$ cat config.mk
export PLATFORM = sky130hd
export DESIGN_NAME = if_stage_q_flat
export DESIGN_NICKNAME = d
export VERILOG_FILES = /design/src/rtl/if_stage_q_if.sv /design/src/rtl/if_stage_q.sv /design/src/flat_wrapper.sv
export SDC_FILE = /design/constraint.sdc
export NUM_CORES = 1
export LEC_CHECK = 0
export CORE_MARGIN = 3
export CORE_UTILIZATION = 45
export DETAILED_ROUTE_END_ITERATION = 8
export DONT_BUFFER_PORTS = 1
export GPL_TIMING_DRIVEN = 0
export MAX_ROUTING_LAYER = met4
export PLACE_DENSITY = 0.71
export SLEW_MARGIN = 30
export SYNTH_ARGS = -nofsm -noshare
export SYNTH_HDL_FRONTEND = slang
export SYNTH_SLANG_ARGS = --single-unit
$ cat constraint.sdc
create_clock -name clk -period 9.5 [get_ports clk]
set_input_delay 1.425 -clock clk [delete_from_list [all_inputs] [get_ports clk]]
set_output_delay 1.425 -clock clk [all_outputs]
set_load 0.05 [all_outputs]
$ cat src/rtl/if_stage_q_if.sv
// Bundle between the fetch stage and its neighbours: redirect from EX/MEM,
// stall from decode, the instruction-memory port and the IF/ID register outputs.
interface if_stage_q_if #(
  parameter int XLEN     = 32,
  parameter int IW       = 32,
  parameter int FQ_DEPTH = 4
);
  localparam int LW = $clog2(FQ_DEPTH) + 1;

  logic            EX_MEM_PCSrc;
  logic [XLEN-1:0] EX_MEM_NPC;
  logic            id_stall;
  logic [XLEN-1:0] imem_addr;
  logic            imem_req;
  logic [IW-1:0]   imem_rdata;
  logic [IW-1:0]   IF_ID_instr;
  logic [XLEN-1:0] IF_ID_npc;
  logic            IF_ID_valid;
  logic [LW-1:0]   fq_level;

  // master: the fetch stage itself
  modport master (
    input  EX_MEM_PCSrc, EX_MEM_NPC, id_stall, imem_rdata,
    output imem_addr, imem_req, IF_ID_instr, IF_ID_npc, IF_ID_valid, fq_level
  );

  // slave: the surrounding pipeline and instruction memory
  modport slave (
    output EX_MEM_PCSrc, EX_MEM_NPC, id_stall, imem_rdata,
    input  imem_addr, imem_req, IF_ID_instr, IF_ID_npc, IF_ID_valid, fq_level
  );
endinterface

$ cat src/rtl/if_stage_q.sv
// Instruction fetch stage with a small fetch queue decoupling imem fetches
// from the IF/ID register; redirects flush everything and restart the PC.
module if_stage_q #(
  parameter int              XLEN        = 32,
  parameter int              IW          = 32,
  parameter int              FQ_DEPTH    = 4,
  parameter logic [XLEN-1:0] RESET_PC    = '0,
  parameter int              INSTR_BYTES = 4,
  parameter logic [IW-1:0]   NOP_INSTR   = IW'(32'h0000_0013)
) (
  input logic         clk,
  input logic         rst,
  if_stage_q_if.master bus
);
  localparam int              PW         = $clog2(FQ_DEPTH);
  localparam int              LW         = PW + 1;
  localparam logic [XLEN-1:0] STEP       = XLEN'(INSTR_BYTES);
  localparam logic [XLEN-1:0] ALIGN_MASK = ~(STEP - XLEN'(1));
  localparam logic [LW-1:0]   FULL_LVL   = LW'(FQ_DEPTH);

  logic [XLEN-1:0] pc_q, pc_d;
  logic [PW-1:0]   wr_ptr_q, wr_ptr_d;
  logic [PW-1:0]   rd_ptr_q, rd_ptr_d;
  logic [LW-1:0]   level_q, level_d;
  logic            valid_q, valid_d;
  logic [IW-1:0]   instr_q, instr_d;
  logic [XLEN-1:0] npc_q, npc_d;

  logic [IW-1:0]   fq_instr [FQ_DEPTH];
  logic [XLEN-1:0] fq_npc   [FQ_DEPTH];

  logic            push;
  logic            pop;
  logic            ifid_load;
  logic            fq_empty;
  logic [XLEN-1:0] pc_inc;

  assign pc_inc    = pc_q + STEP;
  assign fq_empty  = (level_q == '0);
  // Full test uses the pre-edge level, so a same-cycle pop never frees a slot early.
  assign push      = !rst && !bus.EX_MEM_PCSrc && (level_q != FULL_LVL);
  assign ifid_load = !bus.id_stall || !valid_q;
  assign pop       = !rst && !bus.EX_MEM_PCSrc && ifid_load && !fq_empty;

  always_comb begin
    pc_d     = pc_q;
    wr_ptr_d = wr_ptr_q;
    rd_ptr_d = rd_ptr_q;
    level_d  = level_q;
    valid_d  = valid_q;
    instr_d  = instr_q;
    npc_d    = npc_q;
    if (rst) begin
      pc_d     = RESET_PC;
      wr_ptr_d = '0;
      rd_ptr_d = '0;
      level_d  = '0;
      valid_d  = 1'b0;
      instr_d  = NOP_INSTR;
      npc_d    = '0;
    end else if (bus.EX_MEM_PCSrc) begin
      pc_d     = bus.EX_MEM_NPC & ALIGN_MASK;
      wr_ptr_d = '0;
      rd_ptr_d = '0;
      level_d  = '0;
      valid_d  = 1'b0;
      instr_d  = NOP_INSTR;
    end else begin
      if (push) begin
        pc_d     = pc_inc;
        wr_ptr_d = wr_ptr_q + PW'(1);
      end
      if (ifid_load) begin
        if (fq_empty) begin
          valid_d = 1'b0;
          instr_d = NOP_INSTR;
        end else begin
          valid_d  = 1'b1;
          instr_d  = fq_instr[rd_ptr_q];
          npc_d    = fq_npc[rd_ptr_q];
          rd_ptr_d = rd_ptr_q + PW'(1);
        end
      end
      level_d = level_q + LW'(push) - LW'(pop);
    end
  end

  always_ff @(posedge clk) begin
    pc_q     <= pc_d;
    wr_ptr_q <= wr_ptr_d;
    rd_ptr_q <= rd_ptr_d;
    level_q  <= level_d;
    valid_q  <= valid_d;
    instr_q  <= instr_d;
    npc_q    <= npc_d;
  end

  // Queue storage carries no reset; occupancy alone decides what is live.
  always_ff @(posedge clk) begin
    if (push) begin
      fq_instr[wr_ptr_q] <= bus.imem_rdata;
      fq_npc[wr_ptr_q]   <= pc_inc;
    end
  end

  assign bus.imem_addr   = pc_q;
  assign bus.imem_req    = push;
  assign bus.IF_ID_instr = instr_q;
  assign bus.IF_ID_npc   = npc_q;
  assign bus.IF_ID_valid = valid_q;
  assign bus.fq_level    = level_q;

endmodule

$ cat src/flat_wrapper.sv
// flat-port wrapper written by rule: the top's interface ports become plain ports
module if_stage_q_flat 
#(
  parameter int              XLEN        = 32,
  parameter int              IW          = 32,
  parameter int              FQ_DEPTH    = 4,
  parameter logic [XLEN-1:0] RESET_PC    = '0,
  parameter int              INSTR_BYTES = 4,
  parameter logic [IW-1:0]   NOP_INSTR   = IW'(32'h0000_0013)
)
  (clk, rst, bus_EX_MEM_PCSrc, bus_EX_MEM_NPC, bus_id_stall, bus_imem_rdata, bus_imem_addr, bus_imem_req, bus_IF_ID_instr, bus_IF_ID_npc, bus_IF_ID_valid, bus_fq_level);
  if_stage_q_if #(.XLEN(XLEN), .IW(IW), .FQ_DEPTH(FQ_DEPTH)) bus_i ();
  input logic clk;
  input logic rst;
  input wire logic [$bits(bus_i.EX_MEM_PCSrc)-1:0] bus_EX_MEM_PCSrc;
  input wire logic [$bits(bus_i.EX_MEM_NPC)-1:0] bus_EX_MEM_NPC;
  input wire logic [$bits(bus_i.id_stall)-1:0] bus_id_stall;
  input wire logic [$bits(bus_i.imem_rdata)-1:0] bus_imem_rdata;
  output wire logic [$bits(bus_i.imem_addr)-1:0] bus_imem_addr;
  output wire logic [$bits(bus_i.imem_req)-1:0] bus_imem_req;
  output wire logic [$bits(bus_i.IF_ID_instr)-1:0] bus_IF_ID_instr;
  output wire logic [$bits(bus_i.IF_ID_npc)-1:0] bus_IF_ID_npc;
  output wire logic [$bits(bus_i.IF_ID_valid)-1:0] bus_IF_ID_valid;
  output wire logic [$bits(bus_i.fq_level)-1:0] bus_fq_level;
  assign bus_i.EX_MEM_PCSrc = bus_EX_MEM_PCSrc;
  assign bus_i.EX_MEM_NPC = bus_EX_MEM_NPC;
  assign bus_i.id_stall = bus_id_stall;
  assign bus_i.imem_rdata = bus_imem_rdata;
  assign bus_imem_addr = bus_i.imem_addr;
  assign bus_imem_req = bus_i.imem_req;
  assign bus_IF_ID_instr = bus_i.IF_ID_instr;
  assign bus_IF_ID_npc = bus_i.IF_ID_npc;
  assign bus_IF_ID_valid = bus_i.IF_ID_valid;
  assign bus_fq_level = bus_i.fq_level;
  if_stage_q #(.XLEN(XLEN), .IW(IW), .FQ_DEPTH(FQ_DEPTH), .RESET_PC(RESET_PC), .INSTR_BYTES(INSTR_BYTES), .NOP_INSTR(NOP_INSTR)) u_core (.clk(clk), .rst(rst), .bus(bus_i));
endmodule
# After elaboration in Yosys (flattened, before gate mapping)

Memory sizes are Yosys's and may differ from the RTL's. A register that Yosys moved wholly into a read port is not among the register bits.
Cells that the tools add are included.

Register bits: 72
Memory bits (writable): 256
Logic and storage cells: 40
Memories: 2

Memories:

| name            | depth | bits a word | rd ports | clocked after memory_dff | wr ports | RTL line         | text |
|---|---|---|---|---|---|---|---|
| u_core.fq_instr | 4     | 32          | 1        | 1                        | 1        | if_stage_q.sv:29 | `logic [IW-1:0] fq_instr [FQ_DEPTH];` |
| u_core.fq_npc   | 4     | 32          | 1        | 1                        | 1        | if_stage_q.sv:30 | `logic [XLEN-1:0] fq_npc [FQ_DEPTH];` |

Add/sub/neg operators: 5
Equal/unequal tests: 1
Muxes and demuxes: 8
Bitwise operators: 2
Reductions and logical operators: 15

Operators by type and width:

| cell                  | number |
|---|---|
| $mux 32               | 3 |
| $add 32x3->32 const B | 1 |
| $logic_not 1->1       | 5 |
| $add 2x1->2 const B   | 2 |
| $logic_and 1x1->1     | 4 |
| $mux 2                | 2 |
| $add 3x1->3           | 1 |
| $logic_not 3->1       | 1 |
| $mux 1                | 3 |
| $ne 3x3->1 const B    | 1 |
| $reduce_and 3->1      | 1 |
| $sub 3x1->3           | 1 |
| $not 1->1             | 2 |
| $reduce_and 2->1      | 1 |
| $reduce_bool 2->1     | 1 |
| $reduce_or 2->1       | 1 |
| $logic_or 1x1->1      | 1 |

# Longest topological paths before layout

Gate-level depths: netlist of run 1.

Depth after elaboration: 5
Depth in mapped cells: 12
Gate-level depth less buffers: 10

# Worst setup path before layout of run 1

Ideal clock, no wire load.

Path type: input to register
From: input rst
To: memory u_core.fq_instr[0][0] (enable)
Library setup time: 427 ps
Arrival: 3535 ps
Slack: 5538 ps
Stages on the path: 4
Path buffers: 2
Cell sequence: clkbuf_1 > nor2_1 > clkbuf_1 > and3_1

Longest elaborated chain between the ends: 5

RTL lines:

| item                            | RTL line           | text |
|---|---|---|
| from (decl)                     | flat_wrapper.sv:14 | `input logic rst;` |
| $logic_not 1->1                 | if_stage_q.sv:41   | `assign push = !rst && !bus.EX_MEM_PCSrc && (level_q != FULL_LVL);` |
| $logic_and 1x1->1 (2 in series) | if_stage_q.sv:41   |  |
| $mux 1                          | if_stage_q.sv:100  | `if (push) begin` |
| $mux 1 (not written as such)    | if_stage_q.sv:101  | `fq_instr[wr_ptr_q] <= bus.imem_rdata;` |
| to (decl)                       | if_stage_q.sv:29   |  |

Every way passes these cells.

# Final worst setup path of run 1

From: register u_core.level_q[1], in the netlist u_core.bus.fq_level[1]
To: register u_core.level_q[2], in the netlist u_core.bus.fq_level[2]

Longest elaborated chain between the ends: 4
Elaborated cells on any way between the ends: 7

RTL lines:

| item                                                        | RTL line                           | text |
|---|---|---|
| from (decl)                                                 | if_stage_q.sv:24                   | `logic [LW-1:0] level_q, level_d;` |
| from (signal assigned)                                      | if_stage_q.sv:92                   | `level_q <= level_d;` |
| $ne 3x3->1 / $logic_not 3->1 (equally long branches)        | if_stage_q.sv:41, if_stage_q.sv:39 |  |
| $logic_and 1x1->1 / $logic_not 1->1 (equally long branches) | if_stage_q.sv:41, if_stage_q.sv:43 |  |
| $add 3x1->3 / $logic_and 1x1->1 (equally long branches)     | if_stage_q.sv:84, if_stage_q.sv:43 |  |
| $sub 3x1->3 (*)                                             | if_stage_q.sv:84                   | `level_d = level_q + LW'(push) - LW'(pop);` |

Every way passes the cells marked *; elsewhere a longest branch is shown, timed or not.
A chain may end at the register's enable or synchronous reset.

==> results of run 1 <==
## layout make-up
class / instances / area, µm² / share of cell area [%]
Clock inverter: 17 / 185.2 / 1.198
Timing Repair Buffer: 4 / 87.58 / 0.5667
Multi-Input combinational cell: 457 / 3837 / 24.83
Inverter: 13 / 48.80 / 0.3157
Buffer: 61 / 260.3 / 1.684
Sequential cell: 350 / 9489 / 61.40
Clock buffer: 53 / 1059 / 6.849
Tap cell: 384 / 480.5 / 3.109
Antenna cell: 3 / 7.507 / 0.04858
## state kept, by name (all words and copies together) (netlist names), named ones only
name and cells:
u_core.bus.imem_addr 30, u_core.bus.IF_ID_instr 32, u_core.rd_ptr_q 2, u_core.bus.IF_ID_npc 30, u_core.fq_npc 120, u_core.bus.IF_ID_valid 1
u_core.wr_ptr_q 2, u_core.fq_instr 128, u_core.bus.fq_level 3
## per-stage QoR
step	hold WS [ns]	setup WS, ns	util [%]	std cells
floorplan	0.4647	5.538	-	881
global placement	0.4801	3.845	48.16	1265
CTS	0.4893	5.513	52.82	1339
finish	0.4882	5.593	52.85	1342
global route	0.5385	5.295	52.84	1341
detailed placement	0.4813	5.085	48.56	1269
## critical path, stage by stage, from the launching register on
cell and delay [ns]:
dfxtp_1 0.76, nor3_1 0.28, or3b_2 0.50, clkbuf_1 0.27, nor2_1 0.25, clkbuf_1 0.52, ha_1 0.22, inv_1 0.04
ha_1 0.18, fa_1 0.38, xnor2_1 0.18, xnor2_1 0.14, nor2_1 0.05
## Yosys cell counts (9+ instances only)
cell        n  area (µm²)
edfxtp_1  248        7447
dfxtp_1   102        2042
nand2_1    91       341.6
mux4_2     62        1396
clkbuf_1   43       161.4
a21oi_1    37       185.2
nor2_1     37       138.9
a22o_1     29       254.0
xor2_1     21       183.9
xnor2_1    19       166.4
nor3_1     18       90.09
nand4_1    13       81.33
inv_1      12       45.04
nand3_1    12       60.06
a311oi_1   11       96.34
o21ai_0    10       50.05
and3_1      9       56.30
or3_1       9       56.30
## layer usage
layer  track usage [%]  vias to the layer above
li1                  -                     3502
met1             23.69                     3917
met2             31.08                      303
met3             7.134                       60
met4             6.126                        0
met5                 -                        -
## cells by family (layout without fill, tap and decap cells)
logic type	after synthesis	after routing	share of synthesized area [%]
and+or+nand+nor	224	224	7.972
adders and majority gates	8	8	0.7917
buffers and inverters	74	148	2.265
AOI/OAI and AO/OA	119	119	6.278
other	1	7	0.02759
xor gates and xnor gates	40	40	2.578
DFF	350	350	69.81
muxes	62	62	10.27
## power by group
part	internal, mW	total, mW	switching (mW)
Sequential	1.68	1.76	0.0852
Clock	0.866	1.44	0.578
Combinational	0.0520	0.135	0.0826
Total	2.60	3.34	0.746
## worst paths after layout
| check | from | endpoint | cells after the start | slack (ns) |
|---|---|---|---|---|
| max | u_core.bus.fq_level[1]$_SDFF_PP0_ | u_core.bus.fq_level[2]$_SDFF_PP0_ | 12 | 5.59 |
| min | u_core.wr_ptr_q[1]$_SDFFE_PP0P_ | u_core.wr_ptr_q[1]$_SDFFE_PP0P_ | 2 | 0.49 |
| max reg2reg | u_core.bus.fq_level[1]$_SDFF_PP0_ | u_core.bus.fq_level[2]$_SDFF_PP0_ | 12 | 5.59 |
| min reg2reg | u_core.wr_ptr_q[1]$_SDFFE_PP0P_ | u_core.wr_ptr_q[1]$_SDFFE_PP0P_ | 2 | 0.49 |
==> impl_metrics.tcl, run 1 <==
set metrics [dict create \
    grt_pass1_vias 7929 \
    cts-root-buf "clkbuf_16" \
    worstSkewPairLatency_ns 0.52 \
    postLayoutCellArea_mm2 0.01545 \
    vdd_drop_max_mv 0.1254 \
    ctsResizeCount 0 \
    synth_edf_count 248 \
    fin_nets 1001 \
    htreeDepth 2 \
    core_area_mm2 0.02925 \
    worst_pin_slew_ns 0.8958 \
    start_util_pct 46.47 \
    hp-class "flip-flop to flip-flop" \
    layout-drive-gt1-share_pct 16.54 \
    slew-limit-headroom_pct 39.82 \
    netlist_area_mm2 0.01359 \
    setup_viol 0 \
    skew_ns 0.01475 \
    status "finished clean" \
    post_cts_buffers 0 \
    wl_per_cell_um 23.31 \
    met1_length_mm 12.17 \
    wl_mm 31.28 \
    path_max_fanout 10 \
    drv_cap 0 \
    gr-total-overflow 0 \
    viasPerCell 5.799 \
    clock-sinks 350 \
    ios 169 \
    fin_crit_sh_pct 41.13 \
    finalHoldViolations 0 \
    cts_max_path_buffers 3 \
    ys.flop_type "edfxtp_1" \
    wl_met3_mm 3.114 \
    num-fill-cells 2320 \
    final_cell_mix "edfxtp_1, dfxtp_1, nand2_1" \
    fp-row-count 62 \
    startpoint_type "flip-flop" \
    async_reset_ff_share_pct 0 \
    die_w_um 179.8 \
    remaining_drc_errors 0 \
    path_class "flip-flop to flip-flop" \
    fmax_mhz 255.9 \
    rsz0062_at_grt "false" \
    cts_buffers 38 \
    p_per_area_mw_per_mm2 216.3 \
    post-route-min-period_ns 3.907 \
    grt_max_degree 39 \
    yosysWarningCount 0 \
    dr_wl_met2_mm 15.13 \
    clkTransAtPathRegs_ns 0.06 \
    place_congestion 0.8720 \
    cts_tree "done" \
    drt_iter0_markers 628 \
    hpwl_mm 21.26 \
    dpl_cell_area_mm2 0.01420 \
    cp.required_ns 9.89 \
    final.setup.tns_ns 0 \
    antenna_found_initial 2 \
    maxSlewViolCount 0 \
    leakage_nw 4.967 \
    area_delta_synth_final_pct 13.71 \
    die_h_um 179.8 \
    vias 7782 \
    total_power_mw 3.342 \
    crit_path_end_kind "flip-flop" \
    syn_inst 878 \
    ys_ff_latch 350 \
    ys_types 56 \
    yosysSeqAreaShare_pct 69.81 \
    layout_commonest_cell "edfxtp_1" \
    grt_pass1_wl_mm 48.19 \
    top_layer_used "met4" \
    final_antenna_net_count 0 \
    portBuffers 0 \
    dieArea_mm2 0.03232 \
    ctsHoldBuffers 0 \
    avgSynthCellArea_um2 15.48 \
    cp.arrival_ns 4.30 \
    grt_usage_pct 19.62 \
    firstDrtPassIters 5 \
]
(Power assumes the default switching activity.)
==> inputs of run 2 (changes only) <==
==> constraint.sdc (replaced) <==
create_clock -name clk -period 3.6 [get_ports clk]
set_input_delay 0.54 -clock clk [delete_from_list [all_inputs] [get_ports clk]]
set_output_delay 0.54 -clock clk [all_outputs]
set_load 0.05 [all_outputs]
==> run 2 against run 1 <==
Sequential cell count unchanged. Wire length up 0.29%. Non-clock buffer count unchanged. Die area unchanged. Clock power rose to 2.6 times the previous value. Setup slack worse by 5.4 ns. Count of clock-buffer cells in the layout unchanged. Largest cell class unchanged.
==> impl_metrics.tcl, run 2 (same netlist as run 1, synthesis figures left out) <==
set metrics [dict create \
    grt_usage_pct 19.63 \
    cp_num_buf_inv 3 \
    p_per_area_mw_per_mm2 570.4 \
    clock-sinks 350 \
    startpoint "u_core.bus.fq_level[0]$_SDFF_PP0_" \
    path_max_fanout 10 \
    start_util_pct 46.47 \
    setup.worst_path.end "u_core.bus.fq_level[2]$_SDFF_PP0_" \
    die_h_um 179.8 \
    grt_max_degree 39 \
    final_antenna_net_count 0 \
    r2r_end "u_core.bus.fq_level[2]$_SDFF_PP0_" \
    fin_nets 1001 \
    cts_tree "done" \
    die_w_um 179.8 \
    r2r_cells 12 \
    final_cell_mix "edfxtp_1, dfxtp_1, nand2_1" \
    portBuffers 0 \
    antenna_found_initial 2 \
    drt_iter0_markers 643 \
    dieArea_mm2 0.03232 \
    drv_cap 0 \
    ios 169 \
    path_cells "nor3_2 > or3b_2 > clkbuf_1 > nor2_1 > clkbuf_2 > ha_1 > inv_1 > ha_1 > fa_1 > xnor2_1 > xnor2_1 > nor2_1" \
    clkTransAtPathRegs_ns 0.06 \
    vias 7878 \
    pre_cts_slack_ns -0.3449 \
    wl_mm 31.37 \
    cp.arrival_ns 3.75 \
    cpLargestDelayFamily "adder cells" \
    r2r_start "u_core.bus.fq_level[0]$_SDFF_PP0_" \
    path_class "flip-flop to flip-flop" \
    grt_pass1_wl_mm 48.23 \
    dpl_cell_area_mm2 0.01420 \
    skew_ns 0.01557 \
    finalHoldViolations 0 \
    layout_commonest_cell "edfxtp_1" \
    post-route-min-period_ns 3.360 \
    fp-row-count 62 \
    layout-drive-gt1-share_pct 17.17 \
    postLayoutCellArea_mm2 0.01546 \
    cpPeakStageDelay_ns 0.45 \
    startpoint_type "flip-flop" \
    largest_reg_flops 128 \
    hp-class "input pin to flip-flop" \
    maxSlewViolCount 0 \
    core_area_mm2 0.02925 \
    worstSkewPairLatency_ns 0.52 \
    worst_pin_slew_ns 0.9125 \
    hpwl_mm 21.26 \
    gr-total-overflow 0 \
    place_congestion 0.8720 \
    area_delta_synth_final_pct 13.77 \
    setup_viol 0 \
    firstDrtPassIters 5 \
    cts_buffers 38 \
    fin_crit_sh_pct 93.33 \
    remaining_drc_errors 0 \
    slew-limit-headroom_pct 38.70 \
    vdd_drop_max_mv 0.3302 \
    fmax_mhz 297.6 \
    rsz0062_at_grt "false" \
    cp_slowest_cell "nor3_2" \
    viasPerCell 5.875 \
    grt_pass1_vias 7939 \
    cts-root-buf "clkbuf_16" \
    crit_path_end_kind "flip-flop" \
    layout_setup_ws_ns 0.2400 \
    cts_max_path_buffers 3 \
    largest-register "u_core.fq_instr" \
    wl_per_cell_um 23.39 \
    worst-path-stages 12 \
    post_cts_buffers 0 \
    htreeDepth 2 \
    status "finished clean" \
    holdWs_ns 0.1070 \
    leakage_nw 4.974 \
    cp.required_ns 3.99 \
    r2r_slack_ns 0.24 \
]
run 2: cell types whose count changed in the layout (fill, tap and decap cells not counted):
cell / before / now
dfxtp_1: 102 / 98
nor3_1: 18 / 17
clkbuf_1: 53 / 52
diode_2: 3 / 2
clkbuf_2: 5 / 6
dfxtp_2: 0 / 4
nor3_2: 0 / 1
run 2: per-stage QoR:
| step | setup TNS [ns] | utilization [%] | cells | power (mW) |
|---|---|---|---|---|
| final | 0 | 52.88 | 1341 | 8.821 |
| after global routing | 0 | 52.88 | 1341 | 9.084 |
| after CTS | 0 | 52.85 | 1339 | 8.883 |
| after detailed placement | -0.5719 | 48.56 | 1269 | 5.094 |
| after global placement | -283.11 | 48.16 | 1265 | 5.080 |
| after floorplan | 0 | - | 881 | 4.964 |
run 2: worst min-delay path by stage:
stage | start | end | slack [ns] | cells past startpoint
after floorplan | u_core.wr_ptr_q[1]$_SDFFE_PP0P_ | u_core.wr_ptr_q[1]$_SDFFE_PP0P_ | 0.46 | 2
after global placement | u_core.wr_ptr_q[1]$_SDFFE_PP0P_ | u_core.wr_ptr_q[1]$_SDFFE_PP0P_ | 0.48 | 2
after detailed placement | u_core.wr_ptr_q[1]$_SDFFE_PP0P_ | u_core.wr_ptr_q[1]$_SDFFE_PP0P_ | 0.48 | 2
after CTS | bus_imem_rdata[27] | u_core.fq_instr[1][27]$_DFFE_PP_ | 0.09 | 0
after global routing | bus_imem_rdata[22] | u_core.fq_instr[2][22]$_DFFE_PP_ | 0.09 | 0
final | bus_imem_rdata[28] | u_core.fq_instr[3][28]$_DFFE_PP_ | 0.11 | 0
run 2: worst reg2reg max path: stages, from the launching register on:
cell and delay [ns]:
dfxtp_2 0.43, nor3_2 0.46, or3b_2 0.20, clkbuf_1 0.41, nor2_1 0.15, clkbuf_2 0.28, ha_1 0.35, inv_1 0.04
ha_1 0.18, fa_1 0.38, xnor2_1 0.18, xnor2_1 0.14, nor2_1 0.05
run 2: report_power, final:
| part | internal, mW | switching (mW) | leakage [nW] | total [mW] |
|---|---|---|---|---|
| clock network | 2.29 | 1.52 | 0.608 | 3.81 |
| registers | 4.43 | 0.225 | 3.10 | 4.65 |
| logic | 0.137 | 0.219 | 1.26 | 0.357 |
| total | 6.85 | 1.97 | 4.97 | 8.82 |
run 2: area by class of cell:
| type | instances | area [µm²] |
|---|---|---|
| clock buffers | 53 | 1059 |
| flip-flops and latches | 350 | 9494 |
| multi-input cells | 457 | 3842 |
| fillers | 2314 | 13780 |
| clock inverters | 17 | 185.2 |
| plain buffers | 61 | 261.5 |
| well taps | 384 | 480.5 |
| diodes | 2 | 5.005 |
| inverters | 13 | 48.80 |
| repair buffers | 4 | 87.58 |
run 2: what timing repair did:
item	CTS	global route
gates resized for setup	4	2
endpoints found under the setup margin	2	1
hold buffers	0	0
run 2: per-layer routing:
metal	track usage [%]	share of wire, %	vias up
met5	-	0	-
met2	31.13	48	336
met4	6.126	2.8	0
met3	7.154	10	60
met1	23.66	39	3984
li1	-	-	3498
==> inputs of run 3 (changes only) <==
--- a/config.mk
+++ b/config.mk
@@ -12,6 +12,7 @@
 export GPL_TIMING_DRIVEN = 0
 export MAX_ROUTING_LAYER = met4
 export PLACE_DENSITY = 0.71
+export SETUP_SLACK_MARGIN = 0.4
 export SLEW_MARGIN = 30
 export SYNTH_ARGS = -nofsm -noshare
 export SYNTH_HDL_FRONTEND = slang
==> run 3 against run 2 <==
Final area grew 0.12%. Critical path depth decreased by 8. Non-clock buffer count stayed put. Count of clock-buffer cells in the layout is the same. Sequential share of layout area is essentially flat. Worst hold slack better by 0.0021 ns.
==> impl_metrics.tcl, run 3 (same netlist as run 1, synthesis figures left out) <==
set metrics [dict create \
    status "finished clean" \
    final_cells 1342 \
    dieArea_mm2 0.03232 \
    die_h_um 179.8 \
    place_congestion 0.8720 \
    wl_mm 31.29 \
    post-route-util_pct 52.94 \
    finalHoldViolations 0 \
    hp-class "input pin to flip-flop" \
    post-route-min-period_ns 3.024 \
    use_met2_pct 31.13 \
    firstDrtPassIters 6 \
    cp.arrival_ns 3.33 \
    start_util_pct 46.47 \
    hold_path_depth 0 \
    cp.required_ns 3.90 \
    post_cts_buffers 0 \
    final_cell_mix "edfxtp_1, dfxtp_1, nand2_1" \
    final_antenna_net_count 0 \
    ctsHoldBuffers 0 \
    layout_commonest_cell "edfxtp_1" \
    gr-total-overflow 0 \
    ios 169 \
    grt_pass1_wl_mm 48.23 \
    wl_per_cell_um 23.32 \
    grt_pass1_vias 7939 \
    cts_tree "done" \
    vdd_drop_max_mv 0.3307 \
    slew-limit-headroom_pct 39.00 \
    viasPerCell 5.823 \
    startpoint_type "flip-flop" \
    setup_viol 0 \
    drv_cap 0 \
    remaining_drc_errors 0 \
    fin_crit_sh_pct 83.99 \
    cts_buffers 38 \
    core_area_mm2 0.02925 \
    skew_ns 0.01390 \
    hpwl_mm 21.26 \
    grt_use_met3_pct 7.154 \
    grt_max_degree 39 \
    grt_usage_pct 19.63 \
    path_class "flip-flop to flip-flop" \
    cts_max_path_buffers 3 \
    dp_cells 1269 \
    r2r_cells 4 \
    maxSlewViolCount 0 \
    fp-row-count 62 \
    worstSkewPairLatency_ns 0.52 \
    grt_busiest_layer "met2" \
    die_w_um 179.8 \
    area_delta_synth_final_pct 13.91 \
    worst_pin_slew_ns 0.9080 \
    use_met1_pct 23.66 \
    path_max_fanout 8 \
    clkTransAtPathRegs_ns 0.06 \
    layout-drive-gt1-share_pct 17.49 \
    holdWs_ns 0.1091 \
    drt_iter0_markers 630 \
    ctsResizeCount 8 \
    antenna_found_initial 2 \
    total_power_mw 8.812 \
    largest-register "u_core.fq_instr" \
    cts-root-buf "clkbuf_16" \
    leakage_nw 4.978 \
    p_per_area_mw_per_mm2 569.2 \
    vias 7814 \
    htreeDepth 2 \
    portBuffers 0 \
    crit_path_end_kind "flip-flop" \
    fin_nets 1001 \
    clock-sinks 350 \
    largest_reg_flops 128 \
    rsz0062_at_grt "false" \
    fmax_mhz 330.7 \
]
## run 3: cell count changes in the layout (fill, tap and decap cells not counted), sizes merged
cell | before | now
diode | 2 | 3
## run 3: stage by stage
stage,setup TNS [ns],instance area (µm²),setup slack (ns)
after floorplan,0,13600,0.4585
after global routing,0,15480,0.3998
after detailed placement,-0.5719,14200,-0.3449
after CTS,0,15460,0.4065
after global placement,-283.11,14080,-1.170
final,0,15480,0.5762
## run 3: final timing paths
path,endpoint,from,slack [ns]
worst min-delay path,u_core.fq_instr[3][28]$_DFFE_PP_,bus_imem_rdata[28],0.11
worst max register to register,u_core.fq_npc[2][29]$_DFFE_PP_,u_core.bus.imem_addr[17]$_SDFFE_PP0P_,0.58
worst min register to register,u_core.wr_ptr_q[1]$_SDFFE_PP0P_,u_core.wr_ptr_q[1]$_SDFFE_PP0P_,0.49
worst max-delay path,u_core.fq_npc[2][29]$_DFFE_PP_,u_core.bus.imem_addr[17]$_SDFFE_PP0P_,0.58
## run 3: metal layers
layer	wire length, µm	part of all wire, %
met5	0	0
met4	886	2.8
met3	2960	9.5
met2	15150	48
met1	12290	39
## run 3: layout make-up
| class | instances | area [µm²] |
|---|---|---|
| inverters | 13 | 48.80 |
| repair buffers | 4 | 87.58 |
| multi-input cells | 457 | 3847 |
| clock inverters | 17 | 185.2 |
| clock buffers | 53 | 1059 |
| diodes | 3 | 7.507 |
| plain buffers | 61 | 265.3 |
| well taps | 384 | 480.5 |
| flip-flops and latches | 350 | 9502 |
| fillers | 2310 | 13760 |
## run 3: power by group
group          switching, mW  total (mW)  internal (mW)
clock                   1.52        3.80           2.29
combinational          0.218       0.356          0.138
sequential             0.225        4.65           4.43
## run 3: critical path: stages, from the launching register on
cell and delay (ns):
dfxtp_1 0.88, nand4_1 0.43, nor4_2 0.86, and3_1 0.32
xor2_1 0.32
